## src/rtl/cia_icr_unit_if.sv

```systemverilog
// rtl/cia_icr_unit_if.sv - CPU-side register bus for the CIA ICR (address 0xD)
interface cia_icr_unit_if;
  logic       rd;
  logic       we;
  logic [3:0] addr;
  logic [7:0] data;
  logic [7:0] icr_data;
  logic [4:0] icr_mask;

  modport master (
    output rd,
    output we,
    output addr,
    output data,
    input  icr_data,
    input  icr_mask
  );

  modport slave (
    input  rd,
    input  we,
    input  addr,
    input  data,
    output icr_data,
    output icr_mask
  );
endinterface

```

## src/rtl/cia_icr_unit.sv

```systemverilog
// rtl/cia_icr_unit.sv - CIA interrupt control register: flags, mask, IR and /IRQ
module cia_icr_unit (
  input  logic               clk,
  input  logic               res,
  input  logic               chip,
  input  logic               phi2_dn,
  input  logic [4:0]         sources,
  cia_icr_unit_if.slave      bus,
  output logic               irq_n
);

  localparam logic [3:0] ICR_ADDR = 4'hD;

  logic [4:0] flags_q, flags_d;
  logic [4:0] mask_q, mask_d;
  logic       ir_q, ir_d;
  logic       pending_q, pending_d;
  logic       irq_n_q;

  logic       readclr;
  logic       wr;
  logic [4:0] flags_kept;
  logic       ir_kept;
  logic       pending_kept;
  logic       match;

  assign readclr = phi2_dn & bus.rd & (bus.addr == ICR_ADDR);
  assign wr      = phi2_dn & bus.we & (bus.addr == ICR_ADDR);

  always_comb begin
    mask_d = mask_q;
    if (wr) begin
      if (bus.data[7]) mask_d = mask_q | bus.data[4:0];
      else             mask_d = mask_q & ~bus.data[4:0];
    end

    // A read-clear wipes state first; sources on the same edge then re-set it.
    flags_kept   = readclr ? 5'd0 : flags_q;
    ir_kept      = readclr ? 1'b0 : ir_q;
    pending_kept = readclr ? 1'b0 : pending_q;

    flags_d = flags_kept | sources;
    match   = |(flags_d & mask_d);

    pending_d = 1'b0;
    ir_d      = ir_kept;
    if (chip) begin
      ir_d = ir_kept | match;
    end else begin
      // 6526 delays IR by one PHI2 cycle through the pending stage.
      pending_d = match & ~ir_kept;
      ir_d      = ir_kept | pending_kept;
    end
  end

  always_ff @(posedge clk) begin
    if (res) begin
      flags_q   <= 5'd0;
      mask_q    <= 5'd0;
      ir_q      <= 1'b0;
      pending_q <= 1'b0;
      irq_n_q   <= 1'b1;
    end else if (phi2_dn) begin
      flags_q   <= flags_d;
      mask_q    <= mask_d;
      ir_q      <= ir_d;
      pending_q <= pending_d;
      irq_n_q   <= ~ir_d;
    end
  end

  assign bus.icr_data = {ir_q, 2'b00, flags_q};
  assign bus.icr_mask = mask_q;
  assign irq_n        = irq_n_q;

endmodule

```

## src/flat_wrapper.sv

```systemverilog
// flat-port wrapper written by rule: the top's interface ports become plain ports
module cia_icr_unit_flat 
  (clk, res, chip, phi2_dn, sources, irq_n, bus_rd, bus_we, bus_addr, bus_data, bus_icr_data, bus_icr_mask);
  cia_icr_unit_if bus_i ();
  input  logic clk;
  input  logic res;
  input  logic chip;
  input  logic phi2_dn;
  input  logic [4:0] sources;
  output logic irq_n;
  input wire logic [$bits(bus_i.rd)-1:0] bus_rd;
  input wire logic [$bits(bus_i.we)-1:0] bus_we;
  input wire logic [$bits(bus_i.addr)-1:0] bus_addr;
  input wire logic [$bits(bus_i.data)-1:0] bus_data;
  output wire logic [$bits(bus_i.icr_data)-1:0] bus_icr_data;
  output wire logic [$bits(bus_i.icr_mask)-1:0] bus_icr_mask;
  assign bus_i.rd = bus_rd;
  assign bus_i.we = bus_we;
  assign bus_i.addr = bus_addr;
  assign bus_i.data = bus_data;
  assign bus_icr_data = bus_i.icr_data;
  assign bus_icr_mask = bus_i.icr_mask;
  cia_icr_unit u_core (.clk(clk), .res(res), .chip(chip), .phi2_dn(phi2_dn), .sources(sources), .bus(bus_i), .irq_n(irq_n));
endmodule
```

## config.mk

```make
export PLATFORM = sky130hd
export DESIGN_NAME = cia_icr_unit_flat
export DESIGN_NICKNAME = d
export VERILOG_FILES = /design/src/rtl/cia_icr_unit_if.sv /design/src/rtl/cia_icr_unit.sv /design/src/flat_wrapper.sv
export SDC_FILE = /design/constraint.sdc
export NUM_CORES = 1
export LEC_CHECK = 0
export BUFFER_PORTS_ARGS = -buffer_cell sky130_fd_sc_hd__buf_2
export CORE_MARGIN = 5
export CORE_UTILIZATION = 46
export DETAILED_ROUTE_END_ITERATION = 16
export PLACE_DENSITY = 0.87
export SKIP_LAST_GASP = 1
export SYNTH_ARGS = -nofsm -noshare
export SYNTH_HDL_FRONTEND = slang
export SYNTH_SLANG_ARGS = --single-unit
```

## constraint.sdc

```tcl
create_clock -name clk -period 2.8 [get_ports clk]
set_clock_uncertainty 0.05 [all_clocks]
set_input_delay 0.42 -clock clk [delete_from_list [all_inputs] [get_ports clk]]
set_output_delay 0.42 -clock clk [all_outputs]
set_load 0.005 [all_outputs]
```

* Word level (Yosys, flattened, before mapping)
Cells that the tools add are included.
** Storage, ports and cells
- Input bits :: 23
- Word-level logic and storage cells :: 28
- Register bits after elaboration :: 13
** Cells by class
- Reductions and logical operators :: 1
- Bitwise operators :: 14
- Muxes and demuxes :: 7
- Equality and inequality tests :: 1
** Operator list (number)
- 5-bit 2-to-1 mux :: 3
- 5-bit AND :: 2
- 5-bit bitwise OR :: 2
- 1-bit AND :: 5
- 5-bit NOT :: 1
- 5-bit OR reduction :: 1
- 4-bit equality test, second input constant :: 1
- 1-bit 2-to-1 mux :: 4
- 1-bit NOT :: 2
- 1-bit bitwise OR :: 2

* Longest topological paths before layout
Gate-level depths: netlist of run 1.
- Word-level depth :: 9
- Depth in mapped cells :: 6

* Worst setup path after synthesis of run 1
No wires, ideal clock.
- Path type :: input to register
- From :: input port phi2_dn
- To :: register u_core.irq_n_q (netlist: u_core.irq_n)
- Path buffers :: 1
- Arrival time :: 1.424 ns
- Stages :: 6
- Setup slack :: 1.210 ns
- Cell sequence :: and3b_1 -> buf_6 -> a21bo_1 -> a22o_1 -> o221a_2 -> a31o_1
** On the way
- Cells in the longest elaborated chain, start to end :: 9
- Elaborated cells between the ends (all ways) :: 15
- Those cells by class :: mux (5); bitwise (9); reduce/logical (1)
** Ends and longest elaborated chain
- start, declared :: RTL line flat_wrapper.sv:8 : input logic phi2_dn;
- 1-bit AND (2 in a row) :: RTL line cia_icr_unit.sv:27 : assign readclr = phi2_dn & bus.rd & (bus.addr == ICR_ADDR);
- 5-bit 2-to-1 mux :: RTL line cia_icr_unit.sv:38 : flags_kept = readclr ? 5'd0 : flags_q;
- 5-bit bitwise OR :: RTL line cia_icr_unit.sv:42 : flags_d = flags_kept | sources;
- 5-bit AND :: RTL line cia_icr_unit.sv:43 : match = |(flags_d & mask_d);
- 5-bit OR reduction :: RTL line cia_icr_unit.sv:43
- 1-bit bitwise OR :: RTL line cia_icr_unit.sv:48 : ir_d = ir_kept | match;
- 1-bit 2-to-1 mux :: RTL line cia_icr_unit.sv:47 : if (chip) begin
- 1-bit NOT :: RTL line cia_icr_unit.sv:68 : irq_n_q <= ~ir_d;
- end signal, assigned :: RTL line cia_icr_unit.sv:68
- end, declared :: RTL line cia_icr_unit.sv:18 : logic irq_n_q;
Parallel ways exist; a longest one is shown, timed or not.
A chain may end at the register's enable or synchronous reset.

* Final worst setup path of run 1
Ends and elaborated chain as after synthesis.

==> results of run 1 <==
[cell families (layout without fill, tap and decap cells)]
logic type / Yosys count / after routing
compound gates: 29 / 29
other cells: 1 / 2
buf+inv: 11 / 41
simple gates: 25 / 25
flops: 13 / 13
mux: 2 / 2
[worst min-delay path by stage]
| stage | start | to | slack [ps] | cells after the start |
|---|---|---|---|---|
| after floorplan | res | u_core.pending_q | 430 | 1 |
| after detailed placement | u_core.flags_q[4] | u_core.flags_q[4] | 440 | 2 |
| after global placement | u_core.flags_q[3] | u_core.flags_q[3] | 440 | 2 |
| after CTS | sources[0] | u_core.flags_q[0] | 350 | 3 |
| final | sources[1] | u_core.flags_q[1] | 360 | 3 |
| after global routing | sources[0] | u_core.flags_q[0] | 360 | 3 |
[worst max-delay path: stages]
cell and delay (ps):
buf_2 230, nand3b_2 210, or2_1 290, a21oi_1 200
o221a_2 270, a31o_1 150
[registers in the layout (all words and copies together), names as in the netlist]
name,cells
u_core.bus.icr_mask,5
u_core.flags_q,5
u_core.ir_q,1
u_core.irq_n,1
u_core.pending_q,1
[metrics by stage]
step | instances | power (W) | hold slack [ps] | util
floorplan | 82 | 0.000231 | 435 | -
global placement | 124 | 0.000255 | 435 | 0.568
detailed placement | 124 | 0.000257 | 443 | 0.568
CTS | 128 | 0.000371 | 355 | 0.586
global route | 128 | 0.000389 | 361 | 0.586
finish | 128 | 0.000366 | 363 | 0.586
[power by group through the flow]
| stage | sequential (W) | clock [W] | combinational (W) |
|---|---|---|---|
| after floorplan | 0.000201 | 0 | 0.0000296 |
| after global placement | 0.000201 | 0 | 0.0000542 |
| after detailed placement | 0.000201 | 0 | 0.0000562 |
| after CTS | 0.000197 | 0.000118 | 0.0000564 |
| after global routing | 0.000198 | 0.000128 | 0.0000627 |
| final | 0.000196 | 0.000113 | 0.0000564 |
[cells in the mapped netlist (all sizes together)]
cell type,n,area share
and2b,1,0.011
nor3,1,0.0073
nor2,7,0.038
and3b,1,0.013
inv,5,0.027
a211oi,3,0.040
a22oi,2,0.022
nand4,2,0.018
o21ai,7,0.051
nand2,3,0.016
a21bo,3,0.044
o221a,1,0.016
mux2i,2,0.029
a31oi,2,0.018
nand3,4,0.029
a21oi,8,0.059
a41oi,1,0.013
and3,1,0.0092
a31o,1,0.013
dfxtp,13,0.38
or2,1,0.0092
nand3b,1,0.016
conb,1,0.0055
clkbuf,2,0.011
buf,4,0.049
a22o,1,0.013
and4,3,0.038
[cell type report]
class / instances / area share
Tap cell: 16 / 0.0235
Sequential cell: 13 / 0.305
Clock buffer: 4 / 0.0308
Inverter: 5 / 0.0220
Multi-Input combinational cell: 58 / 0.430
Timing Repair Buffer: 32 / 0.188
[metal layers]
| layer | part of all wire | vias to the layer above | track usage |
|---|---|---|---|
| li1 | - | 361 | - |
| met1 | 0.40 | 315 | 0.161 |
| met2 | 0.52 | 24 | 0.254 |
| met3 | 0.064 | 4 | 0.0245 |
| met4 | 0.019 | 0 | 0.0673 |
| met5 | 0 | - | 0 |
==> impl_metrics.json, run 1 <==
{
  "wire_per_inst_um": 13.1,
  "postCtsHoldBufs": 0,
  "start_util": 0.470,
  "fin_crit_sh": 0.573,
  "synth-seq-cells": 13,
  "hold_viol": 0,
  "worst-path-max-fanout": 15,
  "grt_pass1_wl_um": 2750,
  "syn_area_um2": 683,
  "h-tree-depth": 1,
  "rsz0062_at_grt": "no",
  "rows": 14,
  "dieArea_mm2": 0.00236,
  "fin_crit_ps": 1600,
  "cp-endpoint": "u_core.irq_n",
  "die_y_um": 48.5,
  "area_growth_pct": 24.7,
  "min_path_type": "primary input to flop",
  "seq_area_frac_synth": 0.381,
  "multiInputGateArea_um2": 367,
  "drc_errors": 0,
  "r2r_start": "u_core.bus.icr_mask[1]",
  "overflow": 0,
  "cts.path.max_buffers": 2,
  "clock-sinks": 13,
  "final_design_area_no_fill_um2": 852,
  "die_x_um": 48.5,
  "synth_top_family_by_area": "compound AO/OA/AOI/OAI gates",
  "r2r-end": "u_core.irq_n",
  "grt_pass1_vias": 675,
  "seqCellArea_um2": 260,
  "layout_commonest_cell": "buf_2",
  "synthAdderAreaFrac": 0,
  "rr_worst_depth": 4,
  "ir_worst_vdd_v": 0.000396,
  "gp_congestion": 0.714,
  "drive_above_1_share": 0.339,
  "fin_nets": 136,
  "cp-start-kind": "primary input",
  "cts_tree": "yes",
  "cts_resized": 0,
  "drt-pass1-iter-count": 4,
  "yosys_warnings": 0,
  "max_freq_ghz": 0.624,
  "p_comb_frac": 0.154,
  "timing.setup.tns_ps": 0,
  "worstSetupStartpoint": "phi2_dn",
  "syn_inst": 81,
  "synth_compound_area_frac": 0.289,
  "synthXorXnorAreaFrac": 0,
  "yosys.area_share.simple": 0.207,
  "clk-insertion-delay-late_ps": 270,
  "grt_max_degree": 16,
  "wirelength_um": 1680,
  "layout_common_cells": "buf_2 (32), dfxtp_1 (13), a21oi_1 (8)",
  "cts.clk_slew.worst_paths_ps": 80,
  "cts_setup_buffers": 0,
  "pre_cts_slack_ps": 931,
  "num-fill-cells": 133,
  "pwr-share-seq": 0.536,
  "via_per_inst": 5.50,
  "clockPowerShare": 0.310,
  "cts-buffers-inserted": 3,
  "insertedDiodeCount": 0,
  "crit_required_ps": 2970,
  "synth_mux_area_frac": 0.0293,
  "leakage_nw": 0.402,
  "postRouteAntennaNets": 0,
  "drtIter0Drc": 13,
  "via_count": 704,
  "swShare": 0.254,
  "cts_root_buf": "clkbuf_4",
  "status": "complete, no violations",
  "p_sw_w": 0.0000931,
  "criticalPathCategory": "primary input to flop",
  "avgSynthCellArea_um2": 8.43,
  "maxSlewViolCount": 0,
  "finalSetupViolations": 0,
  "core_mm2": 0.00145,
  "grt_usage": 0.142,
  "io_pins": 37,
  "worst_slack_ps": 1200,
  "synth_cell_types": 30,
  "dp_hpwl_um": 1330,
  "power.density_mw_per_mm2": 430,
  "endpoint_kind": "flop",
  "ff2ff_setup_slack_ps": 1500,
  "p_int_w": 0.000273,
  "placed_area_um2": 826,
  "port_buffers": 32,
  "antenna_found_initial": 0,
  "cp_data_arrival_time_ps": 1770,
  "cap_viol_max_count": 0
}
No activity file was read; power rests on OpenSTA's default activity.
==> inputs of run 2 (changes only) <==
--- a/config.mk
+++ b/config.mk
@@ -5,11 +5,12 @@
 export SDC_FILE = /design/constraint.sdc
 export NUM_CORES = 1
 export LEC_CHECK = 0
+export ABC_AREA = 1
 export BUFFER_PORTS_ARGS = -buffer_cell sky130_fd_sc_hd__buf_2
 export CORE_MARGIN = 5
-export CORE_UTILIZATION = 46
+export CORE_UTILIZATION = 41
 export DETAILED_ROUTE_END_ITERATION = 16
-export PLACE_DENSITY = 0.87
+export PLACE_DENSITY = 0.79
 export SKIP_LAST_GASP = 1
 export SYNTH_ARGS = -nofsm -noshare
 export SYNTH_HDL_FRONTEND = slang
==> constraint.sdc (replaced) <==
create_clock -name clk -period 1.4 [get_ports clk]
set_clock_uncertainty 0.05 [all_clocks]
set_input_delay 0.21 -clock clk [delete_from_list [all_inputs] [get_ports clk]]
set_output_delay 0.21 -clock clk [all_outputs]
set_load 0.005 [all_outputs]
==> run 2 against run 1 <==
First-iteration DRC count fell by 7.7%. Clock power rose by 100%. Critical path depth rose by 2. Synthesized area rose by 22%. Final cell count rose by 48%. Non-clock buffer count rose by 1. Sequential share of layout area fell by 5.2 points. Combinational power rose to 2.7 times the previous value. Critical endpoint is now u_core.ir_q. Highest routed layer unchanged.
==> impl_metrics.json, run 2 <==
{
  "start_util": 0.428,
  "rows": 16,
  "power.density_mw_per_mm2": 755,
  "seq_area_frac_synth": 0.313,
  "grt_pass1_vias": 827,
  "cts_root_buf": "clkbuf_4",
  "grt_max_degree": 14,
  "worst_slack_ps": 142,
  "core_mm2": 0.00194,
  "wl_met3_um": 188,
  "swShare": 0.278,
  "layout_common_cells": "nand2_1 (33), buf_2 (32), inv_1 (21), nor2_1 (21), dfxtp_1 (13)",
  "synth_cell_types": 25,
  "via_per_inst": 4.59,
  "antenna_found_initial": 0,
  "rr_worst_depth": 8,
  "maxSlewViolCount": 0,
  "gp_congestion": 0.727,
  "area_growth_pct": 23.3,
  "ir_worst_vdd_v": 0.000696,
  "p_sw_w": 0.000215,
  "hold_end": "u_core.pending_q",
  "fin_nets": 186,
  "ys_top_cells_by_count": "nand2_1 (33), inv_1 (21), nor2_1 (21)",
  "synth.area.top_cells": "dfxtp_1 (31%), nand2_1 (15%), inv_1 (9.5%)",
  "fin_crit_ps": 1260,
  "clock-sinks": 13,
  "leakage_nw": 0.603,
  "overflow": 0,
  "die_x_um": 55.1,
  "worst-path-max-fanout": 3,
  "async_reset_ff_frac": 0,
  "finalSetupViolations": 0,
  "cts-buffers-inserted": 3,
  "min_path_type": "primary input to flop",
  "p_comb_frac": 0.197,
  "clk-insertion-delay-late_ps": 270,
  "cap_viol_max_count": 0,
  "cts_tree": "yes",
  "synth_edf_count": 0,
  "met1_length_um": 809,
  "dieArea_mm2": 0.00303,
  "syn_area_um2": 832,
  "drive_above_1_share": 0.309,
  "io_pins": 37,
  "layout_commonest_cell": "nand2_1",
  "yosysMostFrequentCell": "nand2_1",
  "h-tree-depth": 1,
  "wirelength_um": 1930,
  "cts_setup_buffers": 0,
  "worstHoldStart": "chip",
  "drtIter0Drc": 12,
  "cts.clk_slew.worst_paths_ps": 80,
  "status": "complete, no violations",
  "cp_data_arrival_time_ps": 1370,
  "r2r_start": "u_core.bus.icr_mask[2]",
  "crit_required_ps": 1510,
  "hold_depth": 4,
  "fin_crit_sh": 0.898,
  "drc_errors": 0,
  "die_y_um": 55.1,
  "synth.top_cell.area_share": 0.313,
  "timing.setup.tns_ps": 0,
  "cts.path.max_buffers": 2,
  "ys.flop_type": "dfxtp_1",
  "r2r-end": "u_core.ir_q",
  "grt_pass1_wl_um": 3180,
  "route.met2.wl_um": 926,
  "synth-seq-cells": 13,
  "p_int_w": 0.000560,
  "drt-pass1-iter-count": 4,
  "highest_layer": "met4",
  "max_freq_ghz": 0.795,
  "dp_hpwl_um": 1560,
  "placed_area_um2": 1000,
  "ff2ff_setup_slack_ps": 140,
  "insertedDiodeCount": 0,
  "yosys_warnings": 0,
  "pre_cts_slack_ps": -43.6,
  "grt_usage": 0.147,
  "pwr-share-seq": 0.508,
  "avgSynthCellArea_um2": 6.45,
  "wire_per_inst_um": 10.2,
  "rsz0062_at_grt": "no",
  "final_design_area_no_fill_mm2": 0.00103,
  "cp-start-kind": "flop",
  "clockPowerShare": 0.294,
  "endpoint_kind": "flop",
  "port_buffers": 32,
  "postRouteAntennaNets": 0,
  "synth_area_leader_cell": "dfxtp_1",
  "hold_viol": 0,
  "syn_inst": 129,
  "criticalPathCategory": "flop to flop",
  "via_count": 867
}
-- run 2: changes by cell type after synthesis, moves of 4 or more --
cell | before | now
a21oi_1 | 8 | 4
inv_1 | 5 | 21
nand2_1 | 3 | 33
nor2_1 | 7 | 21
-- run 2: worst max-delay path, stage by stage (launching register included) --
cell and delay (ps):
dfxtp_1 320, o21ai_0 210, o21ai_2 100, nand2_1 70, nand2_2 70, o21bai_2 150
nand2_1 60, nand2_1 70, a21oi_2 50
-- run 2: repair_timing --
item                                    CTS  global route
resized for setup                         0             1
endpoints found under the setup margin    0             1
hold buffers                              0             0
-- run 2: area by class of cell --
cell class / instances / area (µm²)
Clock buffer: 4 / 26.3
Fill cell: 224 / 916
Inverter: 24 / 95.1
Multi-Input combinational cell: 88 / 443
Sequential cell: 13 / 260
Tap cell: 27 / 33.8
Timing Repair Buffer: 33 / 168
-- run 2: kinds of logic after synthesis --
group,count (synthesis),share of synthesized area
AO/OA/AOI/OAI,16,0.114
buffers and inverters,29,0.159
flip-flops,13,0.313
other,1,0.00451
AND/OR/NAND/NOR,70,0.409
-- run 2: per-layer routing --
layer	track usage	vias up
met4	0.0364	0
li1	-	453
met2	0.262	33
met1	0.164	379
met5	0	-
met3	0.0536	2
-- run 2: how the worst max path moves through the flow --
stage	end	depth (start not counted)	start	slack, ps
6_report	u_core.ir_q	8	u_core.bus.icr_mask[2]	140
5_1_grt	u_core.ir_q	8	u_core.bus.icr_mask[2]	10
4_1_cts	u_core.ir_q	8	u_core.bus.icr_mask[4]	110
3_5_place_dp	u_core.ir_q	12	bus_addr[0]	-40
3_3_place_gp	u_core.ir_q	12	bus_addr[0]	-6
2_1_floorplan	u_core.ir_q	12	phi2_dn	150
-- run 2: power groups by stage --
| stage | Combinational (W) | Sequential, W | Clock [W] |
|---|---|---|---|
| 6_report | 0.000153 | 0.000394 | 0.000228 |
| 5_1_grt | 0.000175 | 0.000396 | 0.000265 |
| 4_1_cts | 0.000154 | 0.000394 | 0.000237 |
| 3_5_place_dp | 0.000154 | 0.000403 | 0 |
| 3_3_place_gp | 0.000147 | 0.000402 | 0 |
| 2_1_floorplan | 0.0000937 | 0.000404 | 0 |
-- run 2: stage by stage --
stage / util / total power (W) / hold WS (ps) / cells
5_1_grt: 0.528 / 0.000836 / 206 / 189
4_1_cts: 0.528 / 0.000785 / 188 / 189
6_report: 0.528 / 0.000775 / 189 / 189
3_3_place_gp: 0.515 / 0.000549 / 405 / 185
2_1_floorplan: - / 0.000497 / 320 / 130
3_5_place_dp: 0.515 / 0.000556 / 415 / 185
